[config.mk]
export PLATFORM = sky130hd
export DESIGN_NAME = muller_c_monitor
export DESIGN_NICKNAME = d
export VERILOG_FILES = /design/src/rtl/muller_c_pkg.sv /design/src/rtl/muller_c_sync.sv /design/src/rtl/muller_c_monitor.sv
export SDC_FILE = /design/constraint.sdc
export NUM_CORES = 1
export LEC_CHECK = 0
export ABC_CLOCK_PERIOD_IN_PS = 2250
export BUFFER_PORTS_ARGS = -buffer_cell sky130_fd_sc_hd__buf_4
export CORE_AREA = 2 2 56 58
export CTS_BUF_LIST = sky130_fd_sc_hd__clkbuf_16
export DETAILED_ROUTE_END_ITERATION = 7
export DIE_AREA = 0 0 58 60
export PLACE_DENSITY = 0.74
export REMOVE_ABC_BUFFERS = 1
export SYNTH_ARGS = -nofsm -noshare
export SYNTH_HDL_FRONTEND = slang
export SYNTH_SLANG_ARGS = --single-unit
[constraint.sdc]
create_clock -name clock -period 2.25 [get_ports clock]
set_input_delay 0.3375 -clock clock [delete_from_list [all_inputs] [get_ports clock]]
set_output_delay 0.3375 -clock clock [all_outputs]
set_load 0.02 [all_outputs]
[src/rtl/muller_c_pkg.sv]
// Shared types for the Muller C-element protocol monitor.
package muller_c_pkg;

  // Observer FSM states. The encodings are visible on state_o.
  typedef enum logic [2:0] {
    INIT     = 3'd0,
    LOW      = 3'd1,
    ARMED_HI = 3'd2,
    HIGH     = 3'd3,
    ARMED_LO = 3'd4,
    ERR      = 3'd5
  } state_e;

  // First-cause error codes.
  localparam logic [1:0] ERR_NONE     = 2'b00;
  localparam logic [1:0] ERR_SPURIOUS = 2'b01;
  localparam logic [1:0] ERR_TIMEOUT  = 2'b10;

  // True for the two states where the C-element is expected to switch.
  function automatic logic is_armed(input state_e s);
    return (s == ARMED_HI) || (s == ARMED_LO);
  endfunction

endpackage

[src/rtl/muller_c_sync.sv]
// Single-bit multi-flop synchroniser with synchronous active-low reset to 0.
module muller_c_sync #(
  parameter int SYNC_STAGES = 2
) (
  input  logic i_clock,
  input  logic i_reset_n,
  input  logic i_d,
  output logic o_q
);

  logic [SYNC_STAGES-1:0] r_chain;

  // Shift the asynchronous input through the flop chain.
  always_ff @(posedge i_clock) begin
    if (!i_reset_n) r_chain <= '0;
    else            r_chain <= {r_chain[SYNC_STAGES-2:0], i_d};
  end

  assign o_q = r_chain[SYNC_STAGES-1];

endmodule

[src/rtl/muller_c_monitor.sv]
// Clocked observer of a Muller C-element: synchronises a, b, c, tracks the
// 4-phase protocol, counts completed c cycles and latches the first error.
module muller_c_monitor
  import muller_c_pkg::*;
#(
  parameter int SYNC_STAGES = 2,
  parameter int CNT_W       = 8,
  parameter int TIMEOUT     = 16
) (
  input  logic             clock,
  input  logic             reset_n,
  input  logic             a_async,
  input  logic             b_async,
  input  logic             c_async,
  input  logic             clear,
  output logic [CNT_W-1:0] cycle_count,
  output logic             err,
  output logic [1:0]       err_code,
  output logic [2:0]       state_o,
  output logic             busy
);

  // INIT waits until the synchroniser chains carry post-reset samples.
  localparam int IW = $clog2(SYNC_STAGES + 1);
  localparam int TW = (TIMEOUT > 0) ? $clog2(TIMEOUT + 1) : 1;

  logic w_a_s, w_b_s, w_c_s;

  muller_c_sync #(.SYNC_STAGES(SYNC_STAGES)) u_sync_a (
    .i_clock(clock), .i_reset_n(reset_n), .i_d(a_async), .o_q(w_a_s));
  muller_c_sync #(.SYNC_STAGES(SYNC_STAGES)) u_sync_b (
    .i_clock(clock), .i_reset_n(reset_n), .i_d(b_async), .o_q(w_b_s));
  muller_c_sync #(.SYNC_STAGES(SYNC_STAGES)) u_sync_c (
    .i_clock(clock), .i_reset_n(reset_n), .i_d(c_async), .o_q(w_c_s));

  state_e           r_state;
  logic [IW-1:0]    r_init_cnt;
  logic [TW-1:0]    r_tcnt;
  logic [CNT_W-1:0] r_count;
  logic             r_err;
  logic [1:0]       r_code;
  logic             r_busy;

  state_e     w_nxt;
  logic       w_inc;
  logic       w_viol;
  logic [1:0] w_vcode;
  logic       w_ab, w_any, w_tmo;

  assign w_ab  = w_a_s & w_b_s;
  assign w_any = w_a_s | w_b_s;
  // Fires on the clock that would make the armed-state count reach TIMEOUT.
  assign w_tmo = (TIMEOUT > 0) && ((int'(r_tcnt) + 1) >= TIMEOUT);

  // Protocol rules: next state, cycle completion and violation detection.
  always_comb begin
    w_nxt   = r_state;
    w_inc   = 1'b0;
    w_viol  = 1'b0;
    w_vcode = ERR_NONE;
    case (r_state)
      INIT:
        if (r_init_cnt == IW'(SYNC_STAGES)) w_nxt = w_c_s ? HIGH : LOW;
      LOW:
        if (w_ab && w_c_s)  w_nxt = HIGH;      // c beat a/b through the syncs
        else if (w_ab)      w_nxt = ARMED_HI;
        else if (w_c_s)     begin w_viol = 1'b1; w_vcode = ERR_SPURIOUS; end
      ARMED_HI:
        if (w_c_s)          w_nxt = HIGH;
        else if (!w_ab)     w_nxt = LOW;       // inputs withdrawn, legal
        else if (w_tmo)     begin w_viol = 1'b1; w_vcode = ERR_TIMEOUT; end
      HIGH:
        if (!w_any && !w_c_s) begin w_nxt = LOW; w_inc = 1'b1; end
        else if (!w_any)      w_nxt = ARMED_LO;
        else if (!w_c_s)      begin w_viol = 1'b1; w_vcode = ERR_SPURIOUS; end
      ARMED_LO:
        if (!w_c_s)         begin w_nxt = LOW; w_inc = 1'b1; end
        else if (w_any)     w_nxt = HIGH;
        else if (w_tmo)     begin w_viol = 1'b1; w_vcode = ERR_TIMEOUT; end
      ERR:
        if (clear)          w_nxt = w_c_s ? HIGH : LOW;
      default:              w_nxt = INIT;
    endcase
    // A clear in the same cycle suppresses the error; the state holds.
    if (w_viol && !clear) w_nxt = ERR;
  end

  // State, counters and registered status outputs.
  always_ff @(posedge clock) begin
    if (!reset_n) begin
      r_state    <= INIT;
      r_init_cnt <= '0;
      r_tcnt     <= '0;
      r_count    <= '0;
      r_err      <= 1'b0;
      r_code     <= ERR_NONE;
      r_busy     <= 1'b0;
    end else begin
      r_state <= w_nxt;
      r_busy  <= is_armed(w_nxt);

      if (r_state == INIT) r_init_cnt <= r_init_cnt + IW'(1);

      if (TIMEOUT == 0)                                   r_tcnt <= '0;
      else if (is_armed(w_nxt) && (w_nxt != r_state))     r_tcnt <= '0;
      else if (is_armed(r_state) && (r_tcnt != TW'(TIMEOUT)))
                                                          r_tcnt <= r_tcnt + TW'(1);

      if (clear)      r_count <= '0;
      else if (w_inc) r_count <= r_count + CNT_W'(1);

      // Only the first cause is kept: ERR never re-detects.
      if (clear) begin
        r_err  <= 1'b0;
        r_code <= ERR_NONE;
      end else if (w_viol) begin
        r_err  <= 1'b1;
        r_code <= w_vcode;
      end
    end
  end

  assign cycle_count = r_count;
  assign err         = r_err;
  assign err_code    = r_code;
  assign state_o     = r_state;
  assign busy        = r_busy;

endmodule

* After elaboration in Yosys (flattened, before gate mapping)
Cells that the tools add are included.
** Operators by class
- Add/subtract/negate cells :: 4
- Bitwise logic cells :: 3
- Muxes and demuxes :: 39
- Eq/ne operators :: 10
- $lt $le $gt $ge :: 1
- Reduce and logical (&&, ||, !) cells :: 13
** Operator list (number)
- two-way mux 3 bit :: 11
- two-way mux 1 bit :: 18
- one-hot mux 3 bit (6 select lines) :: 1
- two-way mux 2 bit :: 6
- == test 3 x 2 -> 1 bit, second input constant :: 3
- == test 3 bit, second input constant :: 3
- adder 8 x 1 -> 8 bit, second input constant :: 1
- one-hot mux 2 bit (4 select lines) :: 1
- adder 5 x 1 -> 6 bit, second input constant :: 1
- greater-or-equal comparator 6 x 5 -> 1 bit, second input constant :: 1
- adder 5 x 1 -> 5 bit, second input constant :: 1
- logical AND 1 bit :: 5
- inequality test 5 bit, second input constant :: 1
- one-hot mux 1 bit (4 select lines) :: 1
- OR reduction 2 bit :: 2
- == test 3 x 1 -> 1 bit, second input constant :: 1
- zero test 1 bit :: 3
- zero test 3 bit :: 1
- inequality test 3 bit :: 1
- adder 2 x 1 -> 2 bit, second input constant :: 1
- == test 2 bit, second input constant :: 1
- logical OR 1 bit :: 2
- one-hot mux 1 bit (2 select lines) :: 1
- bitwise AND 1 bit :: 1
- other kinds (2) :: 2
** Word-level totals
- Logic and storage cells :: 80
- Output and inout port bits :: 15
- Bits in registers :: 28

* Longest topological paths before layout
- Depth in word-level cells :: 12
- Gate-level depth with buffers :: 7
- Gate-level depth less buffers :: 7

* By module
From an unflattened synthesis, not the netlist that was laid out.
** Unflattened totals
- Cell total of the unflattened synthesis :: 173
- Area total of the unflattened synthesis :: 1572.8 µm²
** Modules (own cells, without submodules)
- muller_c_monitor :: area each 1415.1 µm², seq. area each 440.4 µm², cells each 161, instances 1
- muller_c_sync :: area each 52.6 µm², seq. area each 40.0 µm², cells each 4, instances 3

* Worst setup path before layout
No wires, ideal clock.
- Kind :: reg-to-reg
- Start :: register r_state[1], in the netlist state_o[1]
- End :: register r_count[6], in the netlist cycle_count[6]
- Data arrival time :: 1.613 ns
- Path slack :: 0.521 ns
- Path buffers :: 0
- Setup time :: 0.116 ns
- Stages on the path, launching flop included :: 6
- Cells stage by stage :: dfxtp_1 > nor2b_1 > a31oi_1 > nor4bb_2 > a21oi_1 > a31o_1
** On the way
- Cells in the longest elaborated chain, start to end :: 2
- Elaborated cells on any way between the ends :: 3
** Ends and longest elaborated chain
- from (decl) :: RTL line muller_c_monitor.sv:36 : state_e r_state;
- from (signal assigned) :: RTL line muller_c_monitor.sv:99 : r_state <= w_nxt;
- == test 3 bit or == test 3 x 2 -> 1 bit (tied branches) :: RTL line muller_c_monitor.sv:61 : case (r_state)
- one-hot mux 1 bit (2 select lines) (*) :: RTL line muller_c_monitor.sv:61
- to (signal assigned) :: RTL line muller_c_monitor.sv:110 : else if (w_inc) r_count <= r_count + CNT_W'(1);
- to (decl) :: RTL line muller_c_monitor.sv:39 : logic [CNT_W-1:0] r_count;
Mark *: on every way between the ends. The rest lies on a longest branch, timed or not.
A chain may end at the register's enable or synchronous reset.

* Worst setup path after layout
- Start :: register r_state[2], in the netlist state_o[2]
- End :: register r_count[6], in the netlist cycle_count[6]
The elaborated chain is that of the path after synthesis.

==> reports/results.tsv <==
metric	value	unit
syn_to_final_growth	16.2	%
ys_ff_latch	28	
cts_inserted_buffers	3	
hold_violations	0	
synth.avg_cell_area	9.22	um^2
synthesis.area	1510	um^2
max_stage_delay	0.62	ns
yosysMostFrequentCell	dfxtp_1	
synth_top_area_cell	dfxtp_1	
seq_area_frac_synth	37.1	%
core_area	2900	um^2
holdPathStages	2	
cts-resized-gates	0	
grtUsageTotal	20.3	%
grt.met2_usage	33.6	%
clock_latency	0.26	ns
wl_per_cell	14.1	um
firstDrtPassIters	4	
cts_tree	yes	
fmax	513	MHz
post_cts_buffers	0	
period_minus_slack	1.95	ns
dieWidth	58	um
critPathCaptureType	flip-flop	
maxCapViolations	0	
placed_area	1680	um^2
ant_nets	0	
fin_area	1760	um^2
synth_common_cells	28 x dfxtp_1, 13 x nor2_1, 11 x nand2_1	
cp.arrival	2.11	ns
cts.sinks	28	
path_cells	nor3b_1 -> a31oi_1 -> nor4bb_2 -> a21oi_1 -> a31o_1	
yosys.cell_types.count	49	
dp_hpwl	2250	um
crit_type	flip-flop to flip-flop	
finClkSkew	0.00518	ns
die_h	60	um
synth_top_area_share	37.1	%
htreeDepth	1	
tns	0	ns
grt_max_degree	22	
fin_crit_sh	86.6	%
setup_viol	0	
yosysWarnings	0	
clk_pin_slew_worst_paths	0.07	ns
grt-busiest-layer	met2	
crit_family	simple AND/OR/NAND/NOR gates	
reg2reg_depth	5	
globalplace.congestion	0.907	
viasPerCell	5.69	
cp_slowest_cell	dfxtp_1	
grtUsageMet1	26.1	%
grt_pass1_wl	5490	um
synth_ff_type	dfxtp_1	
status	complete, no violations	
syn_inst	164	
antenna_found_initial	0	
tightest_slew	0.601	ns
leakage	0.632	nW
grt_pass1_vias	1208	
rsz0062_at_grt	false	
worstPathRequired	2.41	ns
cp_max_fo	16	
p_per_area	711	nW/um^2
crit_buf_inv	0	
yosys-top-cells-area	dfxtp_1 37%, xnor2_1 5.8%, ha_1 3.3%, nor2_1 3.2%, a211oi_1 3.0%	
overflow	0	
vdd_ir_drop_max	581	uV
met3_usage	4.11	%
cts_buffer_depth	2	
holdBufCountCts	0	
antenna_cells	0	
hold_path_class	input port to flip-flop	
clock_tree.root_cell	clkbuf_16	
cp.depth	5	
io_pins	21	
slew_viol_final	0	
vias	1229	
wl	3050	um
drc_errors	0	
design.die.area	3480	um^2
timing.slew.headroom	59.7	%
layout-drive-gt1-share	21.3	%
initial_utilization	52.1	%
io_buffers	20	
final_util	60.6	%
cp-start-kind	flip-flop	
synth_edf_count	0	
holdWs	0.289	ns
drtIter0Drc	35	
async_reset_ff_share	0	%
row_count	20	
final_nets	194	
[worst register-to-register path, stage by stage, from the launching register on]
cell	delay (ns)
dfxtp_1	0.62
nor3b_1	0.27
a31oi_1	0.16
nor4bb_2	0.48
a21oi_1	0.13
a31o_1	0.19
[cells by family after synthesis]
kind of cell | count (synthesis) | synth area share, %
buf+inv | 15 | 4.88
flops | 28 | 37.1
simple gates | 64 | 24.6
fa+ha+maj | 4 | 3.31
mux | 3 | 1.99
compound gates | 39 | 21.8
xor+xnor | 11 | 6.37
[registers in the layout (all words and copies together) (netlist names)]
name,count
err_code,2
r_tcnt,5
u_sync_c.r_chain,2
u_sync_b.r_chain,2
err,1
cycle_count,8
u_sync_a.r_chain,2
r_init_cnt,2
state_o,3
busy,1
[metal layers]
| layer | vias to the layer above | wire [um] |
|---|---|---|
| met5 | - | 0 |
| met4 | 0 | 57 |
| met3 | 6 | 91 |
| met2 | 24 | 1530 |
| met1 | 571 | 1370 |
| li1 | 628 | - |
[final cells by class]
cell class / instances / area [um^2]
Inverter: 7 / 26.3
Tap cell: 33 / 41.3
Timing Repair Buffer: 23 / 173
Fill cell: 263 / 1140
Sequential cell: 28 / 561
Multi-Input combinational cell: 121 / 878
Clock inverter: 1 / 3.75
Clock buffer: 3 / 75.1
[worst paths after layout]
path / startpoint / end / slack [ns]
min reg2reg: u_sync_a.r_chain[0] / u_sync_a.r_chain[1] / 0.44
min: a_async / u_sync_a.r_chain[0] / 0.29
max: state_o[2] / cycle_count[6] / 0.30
max reg2reg: state_o[2] / cycle_count[6] / 0.30
[layout by cell type (no fill, tap or decap), types with 2 or more instances in the layout]
master / n
a21oi_1: 8
nor2_1: 13
and2_1: 6
a211oi_1: 6
nor3b_1: 2
nand3b_1: 2
ha_1: 4
inv_1: 7
nand2b_1: 5
buf_4: 23
dfxtp_1: 28
o211ai_1: 2
nor4_1: 2
a31oi_1: 3
clkbuf_16: 3
nand2_1: 11
nor3_1: 5
xnor2_1: 10
o21ai_0: 5
mux2i_1: 3
nor2b_1: 4
a221oi_2: 2
nand3_1: 4
[power breakdown]
part | total [mW] | switching [mW] | internal [mW]
registers | 0.554 | 0.0248 | 0.529
clock network | 0.403 | 0.165 | 0.238
logic | 0.293 | 0.176 | 0.117
[metrics by stage]
stage | total power, mW | cells | setup WS (ns)
global placement | 0.842 | 212 | 0.417
finish | 1.25 | 216 | 0.302
global route | 1.32 | 216 | 0.136
detailed placement | 0.856 | 212 | 0.343
floorplan | 0.770 | 156 | 0.264
CTS | 1.25 | 216 | 0.325
Power figures use the tool's default switching activity.
